`config.mk`:
```
export PLATFORM = sky130hd
export DESIGN_NAME = instr_encoder
export DESIGN_NICKNAME = d
export VERILOG_FILES = /design/src/rtl/instr_encoder_pkg.sv /design/src/rtl/instr_encoder_pack.sv /design/src/rtl/instr_encoder.sv
export SDC_FILE = /design/constraint.sdc
export NUM_CORES = 1
export LEC_CHECK = 0
export CAP_MARGIN = 0
export CELL_PAD_IN_SITES_DETAIL_PLACEMENT = 0
export CELL_PAD_IN_SITES_GLOBAL_PLACEMENT = 1
export CORE_ASPECT_RATIO = 1.4
export CORE_MARGIN = 2
export CORE_UTILIZATION = 33
export CTS_CLUSTER_SIZE = 30
export DETAILED_ROUTE_END_ITERATION = 12
export PLACE_DENSITY = 0.9
export RECOVER_POWER = 25
export SKIP_CTS_REPAIR_TIMING = 1
export SYNTH_ARGS = -nofsm -noshare
export SYNTH_HDL_FRONTEND = slang
export SYNTH_SLANG_ARGS = --single-unit
```
`constraint.sdc`:
```
create_clock -name clk -period 1.9 [get_ports clk]
set_input_delay 0.19 -clock clk [delete_from_list [all_inputs] [get_ports clk]]
set_output_delay 0.19 -clock clk [all_outputs]
set_load 0.05 [all_outputs]
```
`src/rtl/instr_encoder_pkg.sv`:
```
// Shared instruction-format definitions: format codes, field bit positions and opcodes.
// Used by the encoder, the packer and anything that needs to agree with the decode stage.
package instr_encoder_pkg;

    typedef enum logic [1:0] {
        FMT_RR = 2'd0,
        FMT_RI = 2'd1,
        FMT_CM = 2'd2,
        FMT_OP = 2'd3
    } fmt_e;

    localparam int OPCODE_MSB   = 31;
    localparam int OPCODE_LSB   = 26;
    localparam int SRC2_IMM_BIT = 26;
    localparam int RD_MSB       = 25;
    localparam int RD_LSB       = 22;
    localparam int COND_MSB     = 25;
    localparam int COND_LSB     = 22;
    localparam int RS_MSB       = 21;
    localparam int RS_LSB       = 18;
    localparam int RT_MSB       = 17;
    localparam int RT_LSB       = 14;
    localparam int IMM_MSB      = 17;
    localparam int IMM_LSB      = 0;
    localparam int MD_MSB       = 21;
    localparam int MD_LSB       = 0;

    localparam logic [5:0] OP_NOP  = 6'h00;
    localparam logic [5:0] OP_ALU  = 6'h04;
    localparam logic [5:0] OP_ALUI = 6'h05;
    localparam logic [5:0] OP_LD   = 6'h08;
    localparam logic [5:0] OP_ST   = 6'h0A;
    localparam logic [5:0] OP_BR   = 6'h10;
    localparam logic [5:0] OP_JMP  = 6'h12;
    localparam logic [5:0] OP_CALL = 6'h13;
    localparam logic [5:0] OP_HALT = 6'h3F;

    // Running XOR signature over completed instruction words.
    function automatic logic [31:0] checksum_update(input logic [31:0] acc,
                                                    input logic [31:0] word);
        return acc ^ word;
    endfunction

endpackage

```
`src/rtl/instr_encoder_pack.sv`:
```
// Combinational packer: turns a field bundle into one 32-bit instruction word.
// Fields that do not belong to the selected format are left as zero.
module instr_pack
    import instr_encoder_pkg::*;
(
    input  logic [1:0]  fmt,
    input  logic [5:0]  opcode,
    input  logic [3:0]  rd,
    input  logic [3:0]  rs,
    input  logic [3:0]  rt,
    input  logic [3:0]  cond,
    input  logic [17:0] imm,
    input  logic [21:0] md,
    output logic [31:0] instr_word
);

    logic [31:0] word_s;

    // Place each field at its format-specific bit position.
    always_comb begin
        word_s = 32'h0000_0000;
        case (fmt)
            FMT_RR: begin
                word_s[OPCODE_MSB -: 5]    = opcode[5:1];
                word_s[SRC2_IMM_BIT]       = 1'b0;
                word_s[RD_MSB:RD_LSB]      = rd;
                word_s[RS_MSB:RS_LSB]      = rs;
                word_s[RT_MSB:RT_LSB]      = rt;
            end
            FMT_RI: begin
                word_s[OPCODE_MSB -: 5]    = opcode[5:1];
                word_s[SRC2_IMM_BIT]       = 1'b1;
                word_s[RD_MSB:RD_LSB]      = rd;
                word_s[RS_MSB:RS_LSB]      = rs;
                word_s[IMM_MSB:IMM_LSB]    = imm;
            end
            FMT_CM: begin
                // opcode[0] lands on the src2-immediate bit unchanged
                word_s[OPCODE_MSB:OPCODE_LSB] = opcode;
                word_s[COND_MSB:COND_LSB]     = cond;
                word_s[MD_MSB:MD_LSB]         = md;
            end
            FMT_OP: begin
                word_s[OPCODE_MSB:OPCODE_LSB] = opcode;
            end
            default: begin
                word_s = 32'h0000_0000;
            end
        endcase
    end

    assign instr_word = word_s;

endmodule

```
`src/rtl/instr_encoder.sv`:
```
// Streaming instruction encoder / program loader: accepts field bundles, packs them and
// writes them sequentially into instruction memory through one registered write port.
module instr_encoder
    import instr_encoder_pkg::*;
#(
    parameter int ADDR_W    = 10,
    parameter int BASE_ADDR = 0,
    parameter int DEPTH     = 1 << ADDR_W
) (
    input  logic              clk,
    input  logic              reset,
    input  logic              restart,
    input  logic              in_valid,
    output logic              in_ready,
    input  logic [1:0]        in_fmt,
    input  logic [5:0]        in_opcode,
    input  logic [3:0]        in_rd,
    input  logic [3:0]        in_rs,
    input  logic [3:0]        in_rt,
    input  logic [3:0]        in_cond,
    input  logic [17:0]       in_imm,
    input  logic [21:0]       in_md,
    output logic              mem_we,
    input  logic              mem_ready,
    output logic [ADDR_W-1:0] mem_addr,
    output logic [31:0]       mem_wdata,
    output logic [ADDR_W:0]   words_written,
    output logic [31:0]       checksum,
    output logic              full
);

    localparam logic [ADDR_W-1:0] BASE_A  = ADDR_W'(BASE_ADDR);
    localparam logic [ADDR_W:0]   DEPTH_C = (ADDR_W + 1)'(DEPTH);
    localparam logic [ADDR_W:0]   ONE_C   = (ADDR_W + 1)'(1);
    localparam logic [ADDR_W-1:0] ONE_A   = ADDR_W'(1);

    logic [31:0]       packed_s;
    logic              in_ready_s;
    logic              accept_s;
    logic              handshake_s;

    logic              mem_we_r,        mem_we_nxt_s;
    logic [ADDR_W-1:0] mem_addr_r,      mem_addr_nxt_s;
    logic [31:0]       mem_wdata_r,     mem_wdata_nxt_s;
    logic [ADDR_W:0]   words_written_r, words_written_nxt_s;
    logic [31:0]       checksum_r,      checksum_nxt_s;
    logic              full_r,          full_nxt_s;
    logic [ADDR_W:0]   accept_cnt_r,    accept_cnt_nxt_s;
    logic [ADDR_W-1:0] next_addr_r,     next_addr_nxt_s;

    instr_pack u_pack (
        .fmt        (in_fmt),
        .opcode     (in_opcode),
        .rd         (in_rd),
        .rs         (in_rs),
        .rt         (in_rt),
        .cond       (in_cond),
        .imm        (in_imm),
        .md         (in_md),
        .instr_word (packed_s)
    );

    // Accept only when the output register is free or draining this cycle; never while rewinding.
    always_comb begin
        in_ready_s  = ~full_r & (~mem_we_r | mem_ready) & ~restart & ~reset;
        accept_s    = in_valid & in_ready_s;
        handshake_s = mem_we_r & mem_ready;
    end

    // Next-state for the write port, session counters and signature.
    always_comb begin
        mem_we_nxt_s        = mem_we_r;
        mem_addr_nxt_s      = mem_addr_r;
        mem_wdata_nxt_s     = mem_wdata_r;
        words_written_nxt_s = words_written_r;
        checksum_nxt_s      = checksum_r;
        full_nxt_s          = full_r;
        accept_cnt_nxt_s    = accept_cnt_r;
        next_addr_nxt_s     = next_addr_r;

        if (restart) begin
            // A pending write is dropped without being counted.
            mem_we_nxt_s        = 1'b0;
            mem_addr_nxt_s      = BASE_A;
            mem_wdata_nxt_s     = 32'h0000_0000;
            words_written_nxt_s = '0;
            checksum_nxt_s      = 32'h0000_0000;
            full_nxt_s          = 1'b0;
            accept_cnt_nxt_s    = '0;
            next_addr_nxt_s     = BASE_A;
        end else begin
            if (handshake_s) begin
                words_written_nxt_s = words_written_r + ONE_C;
                checksum_nxt_s      = checksum_update(checksum_r, mem_wdata_r);
            end else begin
                words_written_nxt_s = words_written_r;
                checksum_nxt_s      = checksum_r;
            end

            if (accept_s) begin
                mem_we_nxt_s     = 1'b1;
                mem_addr_nxt_s   = next_addr_r;
                mem_wdata_nxt_s  = packed_s;
                next_addr_nxt_s  = next_addr_r + ONE_A;
                accept_cnt_nxt_s = accept_cnt_r + ONE_C;
                full_nxt_s       = ((accept_cnt_r + ONE_C) == DEPTH_C);
            end else if (handshake_s) begin
                mem_we_nxt_s = 1'b0;
            end else begin
                mem_we_nxt_s = mem_we_r;
            end
        end
    end

    // State register with synchronous reset.
    always_ff @(posedge clk) begin
        if (reset) begin
            mem_we_r        <= 1'b0;
            mem_addr_r      <= BASE_A;
            mem_wdata_r     <= 32'h0000_0000;
            words_written_r <= '0;
            checksum_r      <= 32'h0000_0000;
            full_r          <= 1'b0;
            accept_cnt_r    <= '0;
            next_addr_r     <= BASE_A;
        end else begin
            mem_we_r        <= mem_we_nxt_s;
            mem_addr_r      <= mem_addr_nxt_s;
            mem_wdata_r     <= mem_wdata_nxt_s;
            words_written_r <= words_written_nxt_s;
            checksum_r      <= checksum_nxt_s;
            full_r          <= full_nxt_s;
            accept_cnt_r    <= accept_cnt_nxt_s;
            next_addr_r     <= next_addr_nxt_s;
        end
    end

    assign in_ready      = in_ready_s;
    assign mem_we        = mem_we_r;
    assign mem_addr      = mem_addr_r;
    assign mem_wdata     = mem_wdata_r;
    assign words_written = words_written_r;
    assign checksum      = checksum_r;
    assign full          = full_r;

endmodule

```
==> results of run 1 <==
cells in the mapped netlist, types with 2 or more instances:
cell,n,area share [%]
dfxtp_1,108,47
nand2_1,99,8.1
a21oi_1,58,6.3
nor2_1,48,3.9
xor2_1,36,6.9
clkbuf_1,25,2.0
nand3_1,21,2.3
or3_1,20,2.7
a22o_1,14,2.7
xnor2_1,11,2.1
nand4_1,10,1.4
o31ai_1,9,1.5
a22oi_1,8,1.3
inv_1,8,0.66
buf_1,7,0.57
ha_1,7,1.9
o21ai_0,7,0.77
or4_1,7,1.1
nor3_1,6,0.66
buf_2,5,0.55
a222oi_1,4,0.87
and3_1,3,0.41
mux2i_1,3,0.66
a211oi_1,2,0.33
and2_1,2,0.27
nor4_1,2,0.27
o21a_1,2,0.33
or2_2,2,0.27
or3_2,2,0.33
layout make-up:
type	instances	area share, %
clock buffer	13	3.97
inverter	8	0.442
timing repair buffer	185	27.0
multi-input combinational	389	32.8
clock inverter	3	0.644
tap	182	3.35
sequential	108	31.8
registers in the layout, summed over array words and instances (netlist names):
name / cells
full: 1
accept_cnt_r: 11
next_addr_r: 10
checksum: 32
mem_we: 1
words_written: 11
mem_addr: 10
mem_wdata: 32
through the flow:
| stage | area (um2) | total power, mW | hold WS, ns | setup slack [ns] | setup TNS [ns] |
|---|---|---|---|---|---|
| 2_1_floorplan | 4580 | 2.50 | 0.326 | 0.0737 | 0 |
| 3_5_place_dp | 6520 | 2.75 | 0.452 | -0.150 | -1.62 |
| 4_1_cts | 6840 | 4.68 | 0.396 | 0.0787 | 0 |
| 3_3_place_gp | 6520 | 2.74 | 0.449 | -0.0729 | -0.382 |
| 5_1_grt | 6800 | 4.79 | 0.404 | 0.0359 | 0 |
| 6_report | 6800 | 4.61 | 0.405 | 0.0998 | 0 |
power by group through the flow:
| stage | registers, mW | logic (mW) | clock network (mW) |
|---|---|---|---|
| floorplan | 2.35 | 0.145 | 0 |
| global placement | 2.33 | 0.413 | 0 |
| detailed placement | 2.33 | 0.419 | 0 |
| CTS | 2.28 | 0.422 | 1.98 |
| global route | 2.28 | 0.441 | 2.08 |
| finish | 2.28 | 0.412 | 1.92 |
metal layers:
metal	up-vias	wire [um]
li1	2183	-
met1	2053	5450
met2	97	6900
met3	17	531
met4	0	337
met5	-	0
cell families after synthesis:
kind of cell | synth area share [%]
mux | 0.656
compound gates | 14.3
buf+inv | 3.94
simple gates | 23.0
flops | 47.2
xor+xnor | 8.99
fa+ha+maj | 1.91
path summary, 6_finish.rpt:
| check | to | start |
|---|---|---|
| setup / recovery | words_written[0] | words_written[0]$_SDFFE_PP0P_ |
| hold / removal | mem_wdata[27]$_SDFFE_PP0P_ | in_opcode[1] |
| setup reg to reg | accept_cnt_r[10]$_SDFFE_PP0P_ | accept_cnt_r[3]$_SDFFE_PP0P_ |
| hold reg to reg | mem_addr[6]$_SDFFE_PP0P_ | mem_addr[6]$_SDFFE_PP0P_ |
cell usage in the layout (no fill, tap or decap), types with 2 or more instances in the layout:
| master | instances |
|---|---|
| a211oi_1 | 2 |
| a21oi_1 | 58 |
| a222oi_1 | 4 |
| a22o_1 | 14 |
| a22oi_1 | 8 |
| and3_1 | 3 |
| buf_12 | 5 |
| buf_4 | 21 |
| clkbuf_1 | 2 |
| clkbuf_16 | 9 |
| clkbuf_4 | 3 |
| clkbuf_8 | 3 |
| clkdlybuf4s50_1 | 155 |
| dfxtp_1 | 108 |
| ha_1 | 7 |
| inv_1 | 8 |
| mux2i_1 | 3 |
| nand2_1 | 99 |
| nand3_1 | 22 |
| nand4_1 | 10 |
| nor2_1 | 48 |
| nor3_1 | 6 |
| nor4_1 | 2 |
| o21a_1 | 2 |
| o21ai_0 | 7 |
| o31ai_1 | 9 |
| or2_2 | 2 |
| or3_1 | 20 |
| or3_2 | 2 |
| or4_1 | 7 |
| xnor2_1 | 11 |
| xor2_1 | 36 |
tightest hold or removal path: stages:
cell and delay, ns:
clkdlybuf4s50_1 0.40, nand2_1 0.06, a21oi_1 0.05
==> impl_metrics.prom, run 1 <==
# TYPE chip_impl_metric gauge
chip_impl_metric{name="fin_nets",unit=""} 777
chip_impl_metric{name="worst_setup_slack_for_register_to_register_paths",unit="ns"} 0.17
chip_impl_metric{name="design.die.area",unit="um2"} 14800
chip_impl_info{name="critical-path-top-delay-family",value="buffers and inverters"} 1
chip_impl_metric{name="multi_input_area",unit="um2"} 2230
chip_impl_info{name="cts_tree",value="built"} 1
chip_impl_metric{name="sequential_cell_area",unit="um2"} 2160
chip_impl_metric{name="fin_skew",unit="ns"} 0.00716
chip_impl_metric{name="report.final.hold_viol_count",unit=""} 0
chip_impl_metric{name="grt_pass1_vias",unit=""} 4254
chip_impl_metric{name="fmax",unit="MHz"} 556
chip_impl_metric{name="worst_slew_pin_slew",unit="ns"} 0.690
chip_impl_metric{name="grt_util_met2",unit="%"} 31.8
chip_impl_metric{name="floorplan.initialDensity",unit="%"} 34.0
chip_impl_metric{name="insertion_delay",unit="ns"} 0.34
chip_impl_metric{name="power_leakage",unit="nW"} 2.27
chip_impl_metric{name="synth_seq_area_share",unit="%"} 47.2
chip_impl_metric{name="combinationalPowerShare",unit="%"} 8.9
chip_impl_metric{name="fillers",unit=""} 1260
chip_impl_metric{name="min_delay_path_depth",unit=""} 3
chip_impl_metric{name="postSynthRegisterBits",unit=""} 108
chip_impl_metric{name="i_o_buffers",unit=""} 156
chip_impl_metric{name="yosysUniqueCellTypes",unit=""} 36
chip_impl_metric{name="drv.max_cap_violation_count",unit=""} 0
chip_impl_metric{name="grt_use_total",unit="%"} 17.4
chip_impl_metric{name="antenna-diode-count",unit=""} 0
chip_impl_metric{name="detail_route.first_pass.iterations",unit=""} 4
chip_impl_metric{name="crit_path_max_fanout",unit=""} 5
chip_impl_metric{name="synthToLayoutAreaGrowth",unit="%"} 48.5
chip_impl_metric{name="number_of_stages_on_the_worst_setup_path",unit=""} 1
chip_impl_metric{name="cp_num_buf_inv",unit=""} 1
chip_impl_metric{name="yosysWarningCount",unit=""} 0
chip_impl_metric{name="switching_share",unit="%"} 21.4
chip_impl_metric{name="worst_path_largest_cell_delay",unit="ns"} 0.85
chip_impl_info{name="worst_path_max_delay_cell",value="clkdlybuf4s50_1"} 1
chip_impl_metric{name="synthCells",unit=""} 543
chip_impl_metric{name="via_per_inst",unit=""} 4.90
chip_impl_metric{name="ir_drop",unit="mV"} 0.380
chip_impl_info{name="setup.worst_path.class",value="reg2out"} 1
chip_impl_metric{name="detail-route-antenna-nets",unit=""} 0
chip_impl_metric{name="synth_enable_flop_cells",unit=""} 0
chip_impl_metric{name="finish.cell_count_without_fillers",unit=""} 888
chip_impl_metric{name="net-switching-power",unit="mW"} 0.987
chip_impl_metric{name="grt_use_met3",unit="%"} 3.27
chip_impl_metric{name="ctsHtreeMaxLevel",unit=""} 3
chip_impl_metric{name="numCtsBuffers",unit=""} 9
chip_impl_metric{name="routed_wirelength",unit="um"} 13200
chip_impl_metric{name="synth_nets",unit=""} 619
chip_impl_metric{name="p_clk_share",unit="%"} 41.7
chip_impl_metric{name="i_o_pin_total",unit=""} 157
chip_impl_metric{name="wl_per_cell",unit="um"} 14.9
chip_impl_metric{name="syn-mean-instance-area",unit="um2"} 8.43
chip_impl_info{name="setup_repair_after_global_routing_missed_its_margin",value="false"} 1
chip_impl_metric{name="grt_max_degree",unit=""} 34
chip_impl_metric{name="chipHeight",unit="um"} 143
chip_impl_metric{name="power_per_cell_area",unit="nW/um2"} 678
chip_impl_metric{name="clock_sink_count",unit=""} 108
chip_impl_metric{name="seq_power_share",unit="%"} 49.4
chip_impl_metric{name="clkSlewWorstSetupHoldPaths",unit="ns"} 0.07
chip_impl_metric{name="min_period",unit="ns"} 1.80
chip_impl_metric{name="maxSlewViolCount",unit=""} 0
chip_impl_metric{name="row_count",unit=""} 50
chip_impl_info{name="synth-main-ff-cell",value="dfxtp_1"} 1
chip_impl_info{name="grt.busiest_layer",value="met2"} 1
chip_impl_metric{name="detailedRoute.firstIterationViolations",unit=""} 150
chip_impl_metric{name="slew_headroom",unit="%"} 54.0
chip_impl_metric{name="antenna_found_initial",unit=""} 0
chip_impl_metric{name="final_standard_cell_utilization_of_the_core",unit="%"} 50.6
chip_impl_info{name="min_path_type",value="in2reg"} 1
chip_impl_metric{name="setup_violators_final",unit=""} 0
chip_impl_metric{name="dp_cells",unit=""} 872
chip_impl_metric{name="grt_overflow",unit=""} 0
chip_impl_metric{name="cp_data_arrival_time",unit="ns"} 1.61
chip_impl_info{name="run_status",value="completed"} 1
chip_impl_metric{name="min_period_over_period",unit="%"} 94.7
chip_impl_info{name="path_cells",value="clkdlybuf4s50_1"} 1
chip_impl_metric{name="post-dp-hpwl",unit="um"} 9950
chip_impl_metric{name="critical_path_required",unit="ns"} 1.71
chip_impl_metric{name="ratio_of_cells_with_drive_above_1_in_the_final_layout",unit="%"} 7.22
chip_impl_metric{name="grt_pass1_wl",unit="um"} 21000
chip_impl_metric{name="clock_tree.buffer_depth",unit=""} 2
chip_impl_info{name="critPathLaunchType",value="register"} 1
chip_impl_metric{name="syn_area",unit="um2"} 4580
chip_impl_metric{name="core_region_area",unit="um2"} 13500
chip_impl_info{name="cts_root_buffer",value="clkbuf_16"} 1
chip_impl_metric{name="drt_drc",unit=""} 0
chip_impl_metric{name="synthArstFlopShare",unit="%"} 0
chip_impl_metric{name="worstRegToRegCells",unit=""} 4
chip_impl_metric{name="internal-power",unit="mW"} 3.62
chip_impl_metric{name="via_count",unit=""} 4350
chip_impl_metric{name="gr-usage-met1",unit="%"} 19.9
chip_impl_info{name="cp-end-kind",value="output port"} 1
chip_impl_metric{name="die-width",unit="um"} 104
chip_impl_metric{name="globalplace.congestion",unit=""} 0.882
(Power assumes the default switching activity.)
==> inputs of run 2 (changes only) <==
--- a/config.mk
+++ b/config.mk
@@ -6,14 +6,12 @@
 export NUM_CORES = 1
 export LEC_CHECK = 0
 export CAP_MARGIN = 0
-export CELL_PAD_IN_SITES_DETAIL_PLACEMENT = 0
-export CELL_PAD_IN_SITES_GLOBAL_PLACEMENT = 1
 export CORE_ASPECT_RATIO = 1.4
 export CORE_MARGIN = 2
-export CORE_UTILIZATION = 33
+export CORE_UTILIZATION = 41
 export CTS_CLUSTER_SIZE = 30
 export DETAILED_ROUTE_END_ITERATION = 12
-export PLACE_DENSITY = 0.9
+export PLACE_DENSITY = 0.86
 export RECOVER_POWER = 25
 export SKIP_CTS_REPAIR_TIMING = 1
 export SYNTH_ARGS = -nofsm -noshare
==> constraint.sdc (replaced) <==
create_clock -name clk -period 1.6 [get_ports clk]
set_input_delay 0.16 -clock clk [delete_from_list [all_inputs] [get_ports clk]]
set_output_delay 0.16 -clock clk [all_outputs]
set_load 0.05 [all_outputs]
==> impl_metrics.prom, run 2 (same netlist as run 1, synthesis figures left out) <==
# TYPE chip_impl_metric gauge
chip_impl_metric{name="fin_nets",unit=""} 787
chip_impl_metric{name="via_count",unit=""} 4489
chip_impl_metric{name="grt_max_degree",unit=""} 46
chip_impl_info{name="worst_hold_startpoint",value="in_opcode[5]"} 1
chip_impl_metric{name="power_per_cell_area",unit="nW/um2"} 818
chip_impl_metric{name="sequential_cell_area",unit="um2"} 2170
chip_impl_metric{name="row_count",unit=""} 45
chip_impl_metric{name="net-switching-power",unit="mW"} 1.17
chip_impl_metric{name="multi_input_area",unit="um2"} 2330
chip_impl_info{name="most_frequent_standard_cell_in_the_layout_excluding_fill_and_tap_cells",value="nand2_1"} 1
chip_impl_metric{name="internal-power",unit="mW"} 4.19
chip_impl_metric{name="p_clk_share",unit="%"} 40.2
chip_impl_metric{name="switching_share",unit="%"} 21.8
chip_impl_metric{name="worst_slack",unit="ns"} 0.0328
chip_impl_metric{name="wl_per_cell",unit="um"} 15.5
chip_impl_info{name="critPathLaunchType",value="register"} 1
chip_impl_metric{name="cp_data_arrival_time",unit="ns"} 1.85
chip_impl_info{name="cts_root_buffer",value="clkbuf_16"} 1
chip_impl_metric{name="slew_headroom",unit="%"} 54.8
chip_impl_metric{name="dp_cells",unit=""} 838
chip_impl_metric{name="placement.setup.worst_slack",unit="ns"} -0.443
chip_impl_info{name="cp-end-kind",value="register"} 1
chip_impl_metric{name="power_leakage",unit="nW"} 2.36
chip_impl_info{name="most-common-layout-cells",value="99 x nand2_1, 98 x dfxtp_1, 71 x buf_4"} 1
chip_impl_metric{name="crit_path_max_fanout",unit=""} 7
chip_impl_metric{name="grt_overflow",unit=""} 0
chip_impl_metric{name="fmax",unit="MHz"} 638
chip_impl_metric{name="worst_slew_pin_slew",unit="ns"} 0.680
chip_impl_metric{name="report.final.hold_viol_count",unit=""} 0
chip_impl_metric{name="ctsHtreeMaxLevel",unit=""} 3
chip_impl_metric{name="i_o_pin_total",unit=""} 157
chip_impl_metric{name="drt_drc",unit=""} 0
chip_impl_metric{name="fin_hold_ws",unit="ns"} 0.391
chip_impl_metric{name="min_period",unit="ns"} 1.57
chip_impl_metric{name="overall_power",unit="mW"} 5.36
chip_impl_metric{name="grt_pass1_vias",unit=""} 4391
chip_impl_metric{name="seq_power_share",unit="%"} 50.4
chip_impl_metric{name="floorplan.initialDensity",unit="%"} 42.1
chip_impl_metric{name="post-dp-hpwl",unit="um"} 9590
chip_impl_info{name="min_path_type",value="in2reg"} 1
chip_impl_metric{name="grt_use_total",unit="%"} 20.9
chip_impl_metric{name="fillers",unit=""} 961
chip_impl_info{name="setup.worst_path.start",value="accept_cnt_r[6]$_SDFFE_PP0P_"} 1
chip_impl_metric{name="ratio_of_cells_with_drive_above_1_in_the_final_layout",unit="%"} 17.5
chip_impl_metric{name="via_per_inst",unit=""} 5.26
chip_impl_metric{name="antenna_found_initial",unit=""} 0
chip_impl_metric{name="antenna-diode-count",unit=""} 0
chip_impl_metric{name="i_o_buffers",unit=""} 156
chip_impl_info{name="run_status",value="completed"} 1
chip_impl_info{name="crit-reg2reg-launch",value="accept_cnt_r[6]$_SDFFE_PP0P_"} 1
chip_impl_metric{name="design.die.area",unit="um2"} 12000
chip_impl_metric{name="detail-route-antenna-nets",unit=""} 0
chip_impl_metric{name="clock_tree.buffer_depth",unit=""} 2
chip_impl_metric{name="numCtsBuffers",unit=""} 9
chip_impl_metric{name="min_period_over_period",unit="%"} 98.0
chip_impl_metric{name="finish.cell_count_without_fillers",unit=""} 854
chip_impl_metric{name="combinationalPowerShare",unit="%"} 9.4
chip_impl_metric{name="drv.max_cap_violation_count",unit=""} 0
chip_impl_info{name="setup.worst_path.class",value="reg2reg"} 1
chip_impl_metric{name="fin_tns_setup",unit="ns"} 0
chip_impl_metric{name="fin_skew",unit="ns"} 0.00568
chip_impl_info{name="setup_repair_after_global_routing_missed_its_margin",value="true"} 1
chip_impl_metric{name="globalplace.congestion",unit=""} 0.854
chip_impl_metric{name="critical_path_required",unit="ns"} 1.88
chip_impl_metric{name="synthToLayoutAreaGrowth",unit="%"} 43.1
chip_impl_metric{name="chipHeight",unit="um"} 129
chip_impl_metric{name="core_region_area",unit="um2"} 10900
chip_impl_metric{name="grt_pass1_wl",unit="um"} 20400
chip_impl_metric{name="clkSlewWorstSetupHoldPaths",unit="ns"} 0.07
chip_impl_metric{name="detailedRoute.firstIterationViolations",unit=""} 226
chip_impl_metric{name="maxSlewViolCount",unit=""} 0
chip_impl_metric{name="setup_violators_final",unit=""} 0
chip_impl_metric{name="detail_route.first_pass.iterations",unit=""} 4
chip_impl_metric{name="ir_drop",unit="mV"} 0.552
chip_impl_info{name="cts_tree",value="built"} 1
chip_impl_metric{name="clock_sink_count",unit=""} 108
chip_impl_metric{name="routed_wirelength",unit="um"} 13200
chip_impl_metric{name="die-width",unit="um"} 93.3
chip_impl_metric{name="insertion_delay",unit="ns"} 0.34
==> run 2: worst paths after layout <==
path / end / slack [ns] / depth (start not counted)
setup / recovery: accept_cnt_r[10]$_SDFFE_PP0P_ / 0.03 / 4
hold / removal: mem_wdata[31]$_SDFFE_PP0P_ / 0.39 / 3
setup reg to reg: accept_cnt_r[10]$_SDFFE_PP0P_ / 0.03 / 4
hold reg to reg: mem_addr[9]$_SDFFE_PP0P_ / 0.46 / 2
==> run 2: through the flow <==
stage          util (%)  cell area [um2]
2_1_floorplan         -             4590
3_3_place_gp       58.1             6310
3_5_place_dp       58.1             6310
4_1_cts            60.7             6590
5_1_grt            60.3             6550
6_report           60.3             6550
==> run 2: power groups by stage <==
stage	clock [mW]	combinational, mW	sequential (mW)
floorplan	0	0.173	2.79
global placement	0	0.481	2.76
detailed placement	0	0.491	2.76
CTS	2.21	0.494	2.70
global route	2.31	0.535	2.70
finish	2.16	0.502	2.70
==> run 2: area by class of cell <==
class / instances / share of cell area (%)
multi-input combinational: 389 / 35.6
sequential: 108 / 33.2
timing repair buffer: 195 / 23.8
clock buffer: 10 / 3.65
tap: 141 / 2.69
clock inverter: 3 / 0.611
inverter: 8 / 0.458
==> run 2: routing by layer <==
metal / wire, um / part of all wire, % / track usage, % / vias up
met4: 403 / 3.1 / 9.78 / 0
met5: 0 / 0 / 0 / -
met3: 581 / 4.4 / 4.36 / 31
met1: 5290 / 40 / 24.3 / 2138
li1: - / - / - / 2187
met2: 6930 / 52 / 36.6 / 133
==> run 2: critical path, stage by stage (launching register included) <==
cell and delay (ns):
dfxtp_2 0.36, nand4_4 0.15, or4_4 0.53, or3_4 0.34, a21oi_2 0.12
